### config.mk
export PLATFORM = sky130hd
export DESIGN_NAME = seg7_pattern_decoder
export DESIGN_NICKNAME = d
export VERILOG_FILES = /design/src/rtl/seg7_pattern_decoder.sv
export SDC_FILE = /design/constraint.sdc
export NUM_CORES = 1
export LEC_CHECK = 0
export BUFFER_PORTS_ARGS = -buffer_cell sky130_fd_sc_hd__buf_2
export CORE_AREA = 2 2 207 209
export CTS_CLUSTER_SIZE = 12
export DETAILED_ROUTE_END_ITERATION = 12
export DIE_AREA = 0 0 209 211
export PLACE_DENSITY_LB_ADDON = 0.08
export SLEW_MARGIN = 15
export SYNTH_ARGS = -nofsm -noshare
export SYNTH_HDL_FRONTEND = slang
export SYNTH_SLANG_ARGS = --single-unit
### constraint.sdc
create_clock -name clk -period 3.05 [get_ports clk]
set_input_delay 0.915 -clock clk [delete_from_list [all_inputs] [get_ports clk]]
set_output_delay 0.915 -clock clk [all_outputs]
set_load 0.01 [all_outputs]
### src/rtl/seg7_pattern_decoder.sv
// rtl/seg7_pattern_decoder.sv - recovers hex digits from 7-segment drive words, reports changes on an update stream
// Optional macro SEG7_SYNC_EN puts a 2-flop synchronizer on every seg_in bit ahead of the sample register.
module seg7_pattern_decoder #(
  parameter int NUM_DIGITS    = 8,
  parameter int STABLE_CYCLES = 4
) (
  input  logic                    clk,
  input  logic                    rst_n,
  input  logic [8*NUM_DIGITS-1:0] seg_in,
  output logic [4*NUM_DIGITS-1:0] hex_out,
  output logic [NUM_DIGITS-1:0]   lane_ok,
  output logic [NUM_DIGITS-1:0]   bad_pat,
  output logic                    upd_valid,
  input  logic                    upd_ready,
  output logic [NUM_DIGITS-1:0]   upd_mask,
  output logic                    overrun
);

  localparam logic [7:0] CNT_SAT = 8'(STABLE_CYCLES);
  localparam logic [7:0] CNT_ACC = (STABLE_CYCLES >= 2) ? 8'(STABLE_CYCLES - 2) : 8'd0;

  typedef enum logic {IDLE, PEND} state_t;

  state_t                  state, state_nxt;
  logic [8*NUM_DIGITS-1:0] samp_d, samp, prev;
  logic [7:0]              cnt     [NUM_DIGITS];
  logic [7:0]              cnt_nxt [NUM_DIGITS];
  logic [4:0]              dec     [NUM_DIGITS];
  logic [NUM_DIGITS-1:0]   acc, good, chg, ok_nxt, bad_nxt, mask_nxt;
  logic [4*NUM_DIGITS-1:0] hex_nxt;
  logic                    ovr_nxt;

  // {recognised, digit}
  function automatic logic [4:0] decode(input logic [6:0] p);
    case (p)
      7'h3F: return 5'h10;
      7'h09: return 5'h11;
      7'h5E: return 5'h12;
      7'h5B: return 5'h13;
      7'h69: return 5'h14;
      7'h73: return 5'h15;
      7'h77: return 5'h16;
      7'h19: return 5'h17;
      7'h7F: return 5'h18;
      7'h79: return 5'h19;
      7'h7D: return 5'h1A;
      7'h67: return 5'h1B;
      7'h36: return 5'h1C;
      7'h4F: return 5'h1D;
      7'h76: return 5'h1E;
      7'h74: return 5'h1F;
      default: return 5'h00;
    endcase
  endfunction

`ifdef SEG7_SYNC_EN
  logic [8*NUM_DIGITS-1:0] sync1, sync2;

  always_ff @(posedge clk or negedge rst_n) begin
    if (!rst_n) begin
      sync1 <= '0;
      sync2 <= '0;
    end else begin
      sync1 <= seg_in;
      sync2 <= sync1;
    end
  end

  assign samp_d = sync2;
`else
  assign samp_d = seg_in;
`endif

  always_ff @(posedge clk or negedge rst_n) begin
    if (!rst_n) begin
      samp <= '0;
      prev <= '0;
      for (int k = 0; k < NUM_DIGITS; k++) cnt[k] <= '0;
    end else begin
      samp <= samp_d;
      prev <= samp;
      for (int k = 0; k < NUM_DIGITS; k++) cnt[k] <= cnt_nxt[k];
    end
  end

  // cnt only passes CNT_ACC once per stable run, so a held word is accepted exactly once
  always_comb begin
    acc     = '0;
    good    = '0;
    chg     = '0;
    ok_nxt  = lane_ok;
    bad_nxt = bad_pat;
    hex_nxt = hex_out;
    for (int k = 0; k < NUM_DIGITS; k++) begin
      dec[k]     = decode(samp[8*k+1 +: 7]);
      good[k]    = dec[k][4] && !samp[8*k];
      cnt_nxt[k] = cnt[k];
      if (samp[8*k +: 8] != prev[8*k +: 8]) cnt_nxt[k] = '0;
      else if (cnt[k] != CNT_SAT)           cnt_nxt[k] = cnt[k] + 8'd1;
      acc[k] = (samp[8*k +: 8] == prev[8*k +: 8]) && (cnt[k] == CNT_ACC);
      if (acc[k]) begin
        ok_nxt[k]  = good[k];
        bad_nxt[k] = !good[k];
        if (good[k]) begin
          hex_nxt[4*k +: 4] = dec[k][3:0];
          chg[k] = !(lane_ok[k] && (hex_out[4*k +: 4] == dec[k][3:0]));
        end else begin
          chg[k] = !bad_pat[k];
        end
      end
    end
  end

  always_ff @(posedge clk or negedge rst_n) begin
    if (!rst_n) begin
      hex_out <= '0;
      lane_ok <= '0;
      bad_pat <= '0;
    end else begin
      hex_out <= hex_nxt;
      lane_ok <= ok_nxt;
      bad_pat <= bad_nxt;
    end
  end

  always_ff @(posedge clk or negedge rst_n) begin
    if (!rst_n) begin
      state    <= IDLE;
      upd_mask <= '0;
      overrun  <= 1'b0;
    end else begin
      state    <= state_nxt;
      upd_mask <= mask_nxt;
      overrun  <= ovr_nxt;
    end
  end

  always_comb begin
    state_nxt = state;
    mask_nxt  = upd_mask;
    ovr_nxt   = overrun;
    case (state)
      IDLE: begin
        if (|chg) begin
          state_nxt = PEND;
          mask_nxt  = chg;
        end
      end
      PEND: begin
        if (upd_ready) begin
          if (|chg) begin
            mask_nxt = chg;
          end else begin
            state_nxt = IDLE;
            mask_nxt  = '0;
          end
        end else if (|chg) begin
          mask_nxt = upd_mask | chg;
          ovr_nxt  = 1'b1;
        end
      end
      default: state_nxt = IDLE;
    endcase
  end

  assign upd_valid = (state == PEND);

endmodule

Word level (Yosys, flattened, before mapping):

Cells that the tools add are included.

* muxes and demuxes: 48
* $add $sub $neg: 8
* equal/unequal tests: 170
* reductions and logical operators: 75
* bitwise gates (word level): 3

Operator list (number)
* equality test 7 bit, second input constant: 96
* one-hot mux 5 bit (16 select lines): 8
* 2-to-1 mux 8 bit: 20
* equality test 7 x 6 -> 1 bit, second input constant: 16
* adder 8 x 1 -> 8 bit, second input constant: 8
* equality test 8 x 2 -> 1 bit, second input constant: 8
* equality test 8 bit: 8
* != test 8 x 3 -> 1 bit, second input constant: 8
* != test 8 bit: 8
* equality test 7 x 4 -> 1 bit, second input constant: 8
* equality test 7 x 5 -> 1 bit, second input constant: 8
* equality test 4 bit: 8
* logical NOT 1 bit: 32
* logical AND 1 bit: 24
* 2-to-1 mux 1 bit: 18
* AND reduction 2 bit: 9
* one-hot mux 8 bit (2 select lines): 1
* nonzero test 2 bit: 8
* bitwise OR 8 bit: 1
* OR reduction 8 bit: 1
* != test 3 x 2 -> 1 bit, second input constant: 1
* AND reduction 3 bit: 1
* != test 2 bit, second input constant: 1
* NOT 1 bit: 2
* one-hot mux 1 bit (2 select lines): 1

* register bits: 250
* input port bits: 67

Depth between registers and ports, before layout:

* word-level depth: 11
* gate-level depth with buffers: 11
* mapped depth without buffers: 9

Worst setup path before layout:

Ideal clock, no wire load.

* path type: flip-flop to flip-flop
* from: register samp[4]
* to: register upd_mask[3]
* setup time: 0.067 ns
* path slack: 0.366 ns
* arrival: 2.617 ns
* path buffers: 1
* cell stages (with the launch flop): 11
* data required time: 2.983 ns
* path through: dfrtp_1 -> buf_6 -> nand4b_1 -> o32ai_2 -> a21oi_1 -> xnor2_1 -> or4_1 -> o32ai_2 -> o2111ai_1 -> a211oi_2 -> a221o_1

* longest elaborated chain between the ends: 11
* elaborated cells between the ends (all ways): 32
* those cells by class: 20 x eq/ne; 6 x mux; 6 x reduce/logical

Ends and longest elaborated chain
* from (decl): line 25 `logic [8*NUM_DIGITS-1:0] samp_d, samp, prev;`
* from (signal assigned): line 80 `samp <= samp_d;`
* equality test 7 bit (tied with other cells): line 35 `case (p)`
* one-hot mux 5 bit (16 select lines): line 35
* equality test 4 bit: line 106 `chg[k] = !(lane_ok[k] && (hex_out[4*k +: 4] == dec[k][3:0]));`
* logical AND 1 bit: line 106
* logical NOT 1 bit: line 106
* 2-to-1 mux 1 bit: line 104 `if (good[k]) begin`
* 2-to-1 mux 1 bit *: line 101 `if (acc[k]) begin`
* OR reduction 8 bit *: line 144, 151, 157
* 2-to-1 mux 8 bit: line 151 `if (|chg) begin`
* 2-to-1 mux 8 bit: line 150 `if (upd_ready) begin`
* one-hot mux 8 bit (2 select lines): line 142 `case (state)`
* to (signal assigned): line 133 `upd_mask <= mask_nxt;`
* to (decl): line 15 `output logic [NUM_DIGITS-1:0] upd_mask,`

Every way passes the cells marked *; elsewhere a longest branch is shown, timed or not.
A chain may end at the register's enable or synchronous reset.

Worst setup path after layout:

* from: register samp[4]
* to: register upd_mask[7]

The elaborated chain is that of the path after synthesis.

==> impl.org <==
** Status
- Result of the run :: finished, final reports clean

** Global route
- Summed over all layers, the global routing overflow is 0.
- In the global route stage, met2 resource usage came out at 0.219.
- GRT met3 Usage :: 0.0263
- Entering global routing, the biggest net connects 73 pins.
- In the global route stage, met1 resource usage came out at 0.208.
- Gr usage total :: 0.143
- Wire length of the first global-routing pass :: 52.1 mm
- Number of antenna violations at the first check in global routing :: 1
- Most crowded layer after global routing :: met2
- The via count of the first global-routing pass was 9832.

** Placed design
- Summing all placed instances gives a cell area of 14600 sq um.
- At the end of routability-driven placement, the weighted congestion stood at 0.806.
- Summed over all nets, the half-perimeter wirelength after detailed placement is 22.2 mm.
- Post-placement worst setup slack :: -0.0447 ns
- In this run the tool buffered the top-level ports with 124 buffer cells.

** Power and ir drop
- Summing internal, switching and leakage power gives 7.74 mW.
- Power spread over the standard cell area amounts to 491 nW/um^2.
- Static power due to leakage :: 7.07 nW
- Across the VDD grid, the largest voltage drop is 460 uV.

** Logic synthesis
- Of the total synthesized cell area, the portion taken by XOR and XNOR cells is 0.0987.
- Yosys instantiated no cell more often than sky130_fd_sc_hd__dfrtp_1.
- Of the total synthesized cell area, the portion taken by AND, OR, NAND and NOR gates is 0.223.
- Async SR Flop Fraction :: 1.00
- The number of different library cells used by synthesis comes to 89.
- Of the total synthesized cell area, the portion taken by full adders, half adders and majority gates is 0.0233.
- Of the post-synthesis cell area, the part taken by muxes is 0.0167.
- The post-synthesis compound-gate area fraction is 0.117.
- In this run, synthesis inferred 0 flip-flops with an integrated enable.
- In the synthesized netlist the dominant register cell turns out to be sky130_fd_sc_hd__dfrtp_1.
- Dominant cell type by area after synthesis :: sky130_fd_sc_hd__dfrtp_1
- Sorting the synthesized cells by how often they occur yields sky130_fd_sc_hd__dfrtp_1 (250), sky130_fd_sc_hd__nor2_1 (131), sky130_fd_sc_hd__xor2_1 (118).
- The share of synthesized area in the top cell type comes to 0.486.
- Counting every net in the synthesized netlist gives 1359.
- Synth Cell Area :: 12900 sq um
- By area the synthesized netlist is led by sky130_fd_sc_hd__dfrtp_1 (49%), sky130_fd_sc_hd__xor2_1 (8.0%), sky130_fd_sc_hd__nor2_1 (3.8%).
- After synthesis, the mean cell area works out to 10.1 sq um.
- After technology mapping, the gate count stands at 1268.
- Dominant combinational cell family by area after synthesis :: simple AND/OR/NAND/NOR gates
- Portion of the post-synthesis area used by sequential elements :: 0.486
- For this run, the number of Yosys warnings is 0.
- The synthesized design contains 250 register bits.

** Setup path
- Worst setup path class :: flop to flop
- Critical path, cell by cell :: nand4b_1 -> o32ai_4 -> a21oi_2 -> xnor2_1 -> or4_1 -> o32ai_2 -> buf_4 -> buf_6 -> and2b_1 -> a41oi_4 -> o21ai_1
- Total buffers and inverters traversed by the critical path :: 2
- Type of origin of the critical path :: flop
- In this design, the stage delay of the slowest critical-path cell is 0.52 ns.
- Critical path arrival :: 3.44 ns
- Of all nets on the critical path, the largest fanout is 7.
- Kind of cell with the highest combined delay on the critical path :: compound AO/OA/AOI/OAI gates
- The worst setup path is captured at a flop.
- Slowest CP cell :: sky130_fd_sc_hd__or4_1
- Origin of the critical flop-to-flop path :: samp[4]
- Critical path startpoint :: samp[4]
- Required time at the endpoint of the critical path :: 3.55 ns

** Drt
- Starting DRC count in detailed routing :: 583
- Across all layers, the routed design uses 9838 vias.
- Pre-antenna DRT Iters :: 4
- After detailed routing, the total wire length is 31.1 mm.
- Drt wl/cell :: 15.4 um
- After detailed routing, the number of vias per cell comes to 4.88.
- DRC :: 0
- Once detail routing completed, the nets flagged for antenna violations numbered 0.

** Clock tree
- Maximum level of the CTS H-tree :: 1
- Hold buffer count at cts :: 0
- Buffer levels on the longest clock path :: 3
- Clock-pin slew was measured on the worst setup and hold paths at 0.06 ns.
- Worst-Skew Late Latency :: 0.57 ns
- CTS tree :: yes
- Clock sink total :: 250
- Total CTS buffers :: 31
- In this run the clock root is driven by a sky130_fd_sc_hd__clkbuf_16.

** Final layout
- The finished cells cover 15800 sq um.
- After the last flow step, the layout net total stands at 1544.
- Area growth, synth to finish :: 22.6%
- The number of antenna diodes in the final layout is 0.
- Filler instances :: 4139
- Area of the multi-input gates :: 6270 sq um
- In the final layout, flip-flops and latches occupy 6260 sq um.
- In the final layout, the share of cells above drive strength 1 is 0.225.
- Measured on the finished design, the core utilization comes to 0.378.

** Timing
- The number of pins exceeding their max-slew limit in the final report is 0.
- Period minus WS final :: 2.94 ns
- Worst Tran Pin Value :: 0.617 ns
- Setup repair after global routing missed its margin :: yes
- Worst-case clock skew :: 0.0162 ns
- Once routing completed, OpenROAD measured the worst setup slack at 0.107 ns.
- Final clock period utilization by the worst path :: 0.965
- Setup violations remaining at the end of the flow were counted as 0.
- Hold violation count in the final report :: 0
- For this run, the top clock speed supported by timing is 340 MHz.
- Headroom to the max-slew limit came out at 0.589.

** Job
- Max-capacitance violation count :: 0

** Floorplanning
- The floorplan step set the die height to 211 um.
- Placeable Area :: 41800 sq um
- The floorplan has 75 rows.
- Die X-Extent :: 209 um
- The die covers 44100 sq um.
- Initial Utilization :: 0.308
- Number of placed I/O pins :: 125

** Hold path
- The path class of the tightest hold or removal check is input pin to asynchronous set/reset pin.
## worst reg2reg max path: cells and delay by family, from the launching register on
family,cells,cell delay [ns]
AOI/OAI and AO/OA,5,1.05
xor gates and xnor gates,1,0.13
buffers and inverters,2,0.29
DFF,1,0.44
and+or+nand+nor,3,0.96
## metal layers
layer / share of wire / up-vias
met5: 0.00022 / -
met4: 0.023 / 2
met3: 0.037 / 46
met2: 0.44 / 163
met1: 0.50 / 4723
li1: - / 4904
## worst paths after layout
| check | to | slack [ns] | depth (start not counted) |
|---|---|---|---|
| setup / recovery | upd_mask[7] | 0.11 | 11 |
| hold / removal | samp[34] | 0.30 | 1 |
| setup reg to reg | upd_mask[7] | 0.11 | 11 |
| hold reg to reg | prev[24] | 0.45 | 0 |
| max in group asynchronous | samp[62] | 1.95 | 2 |
| min in group clk | samp[22] | 0.45 | 1 |
## repair_timing
item	4_1_cts	5_1_grt
gates resized for setup	6	20
pin swaps	7	10
endpoints found under the setup margin	4	10
setup buffers	1	1
cloned	0	0
## cells by family (layout without fill, tap and decap cells)
| kind of cell | count (synthesis) | count (layout) |
|---|---|---|
| buffers and inverters | 108 | 317 |
| adders and majority gates | 24 | 24 |
| muxes | 20 | 20 |
| AOI/OAI and AO/OA | 211 | 211 |
| and+or+nand+nor | 510 | 510 |
| DFF | 250 | 250 |
| xor gates and xnor gates | 145 | 145 |
## flip-flops by register name, indices dropped and copies added (netlist names)
name,cells
lane_ok,8
upd_mask,8
upd_valid,1
samp,64
cnt,64
overrun,1
bad_pat,8
hex_out,32
prev,64
## per-stage QoR
step / hold slack (ns) / std cells / TNS [ns]
floorplan: 0.349 / 1268 / 0
global placement: 0.439 / 1957 / -0.176
detailed placement: 0.435 / 1957 / -0.0683
CTS: 0.319 / 2015 / 0
global route: 0.335 / 2016 / -0.558
finish: 0.302 / 2016 / 0
## where the power goes
group	internal, mW	switching, mW
clock	2.23	1.45
sequential	3.41	0.115
combinational	0.241	0.300
total	5.88	1.86
## cell type report
cell class              instances  area share
repair buffers                215      0.0861
clock inverters                 9     0.00500
clock buffers                  48      0.0608
well taps                     539      0.0427
multi-input cells             910       0.398
flip-flops and latches        250       0.397
inverters                      45      0.0107
## layout by cell type (no fill, tap or decap), types with 7 or more instances in the layout
cell type,n
sky130_fd_sc_hd__a211oi_1,7
sky130_fd_sc_hd__a21o_1,8
sky130_fd_sc_hd__a21oi_1,58
sky130_fd_sc_hd__a31oi_1,17
sky130_fd_sc_hd__and3_1,25
sky130_fd_sc_hd__buf_2,123
sky130_fd_sc_hd__buf_4,86
sky130_fd_sc_hd__clkbuf_16,31
sky130_fd_sc_hd__clkbuf_8,12
sky130_fd_sc_hd__dfrtp_1,245
sky130_fd_sc_hd__ha_1,24
sky130_fd_sc_hd__inv_1,44
sky130_fd_sc_hd__mux2_2,12
sky130_fd_sc_hd__mux2i_1,8
sky130_fd_sc_hd__nand2_1,76
sky130_fd_sc_hd__nand2b_1,15
sky130_fd_sc_hd__nand3_1,50
sky130_fd_sc_hd__nand3b_1,21
sky130_fd_sc_hd__nand4_1,15
sky130_fd_sc_hd__nand4b_1,15
sky130_fd_sc_hd__nand4bb_1,12
sky130_fd_sc_hd__nor2_1,131
sky130_fd_sc_hd__nor2b_1,15
sky130_fd_sc_hd__nor3_1,28
sky130_fd_sc_hd__nor3b_1,9
sky130_fd_sc_hd__nor4_1,21
sky130_fd_sc_hd__nor4b_1,8
sky130_fd_sc_hd__o21ai_0,22
sky130_fd_sc_hd__o21ai_1,8
sky130_fd_sc_hd__or3_1,8
sky130_fd_sc_hd__or3b_2,8
sky130_fd_sc_hd__or4_1,12
sky130_fd_sc_hd__xnor2_1,27
sky130_fd_sc_hd__xor2_1,118
Note: power is estimated with default switching activity, not from simulation.
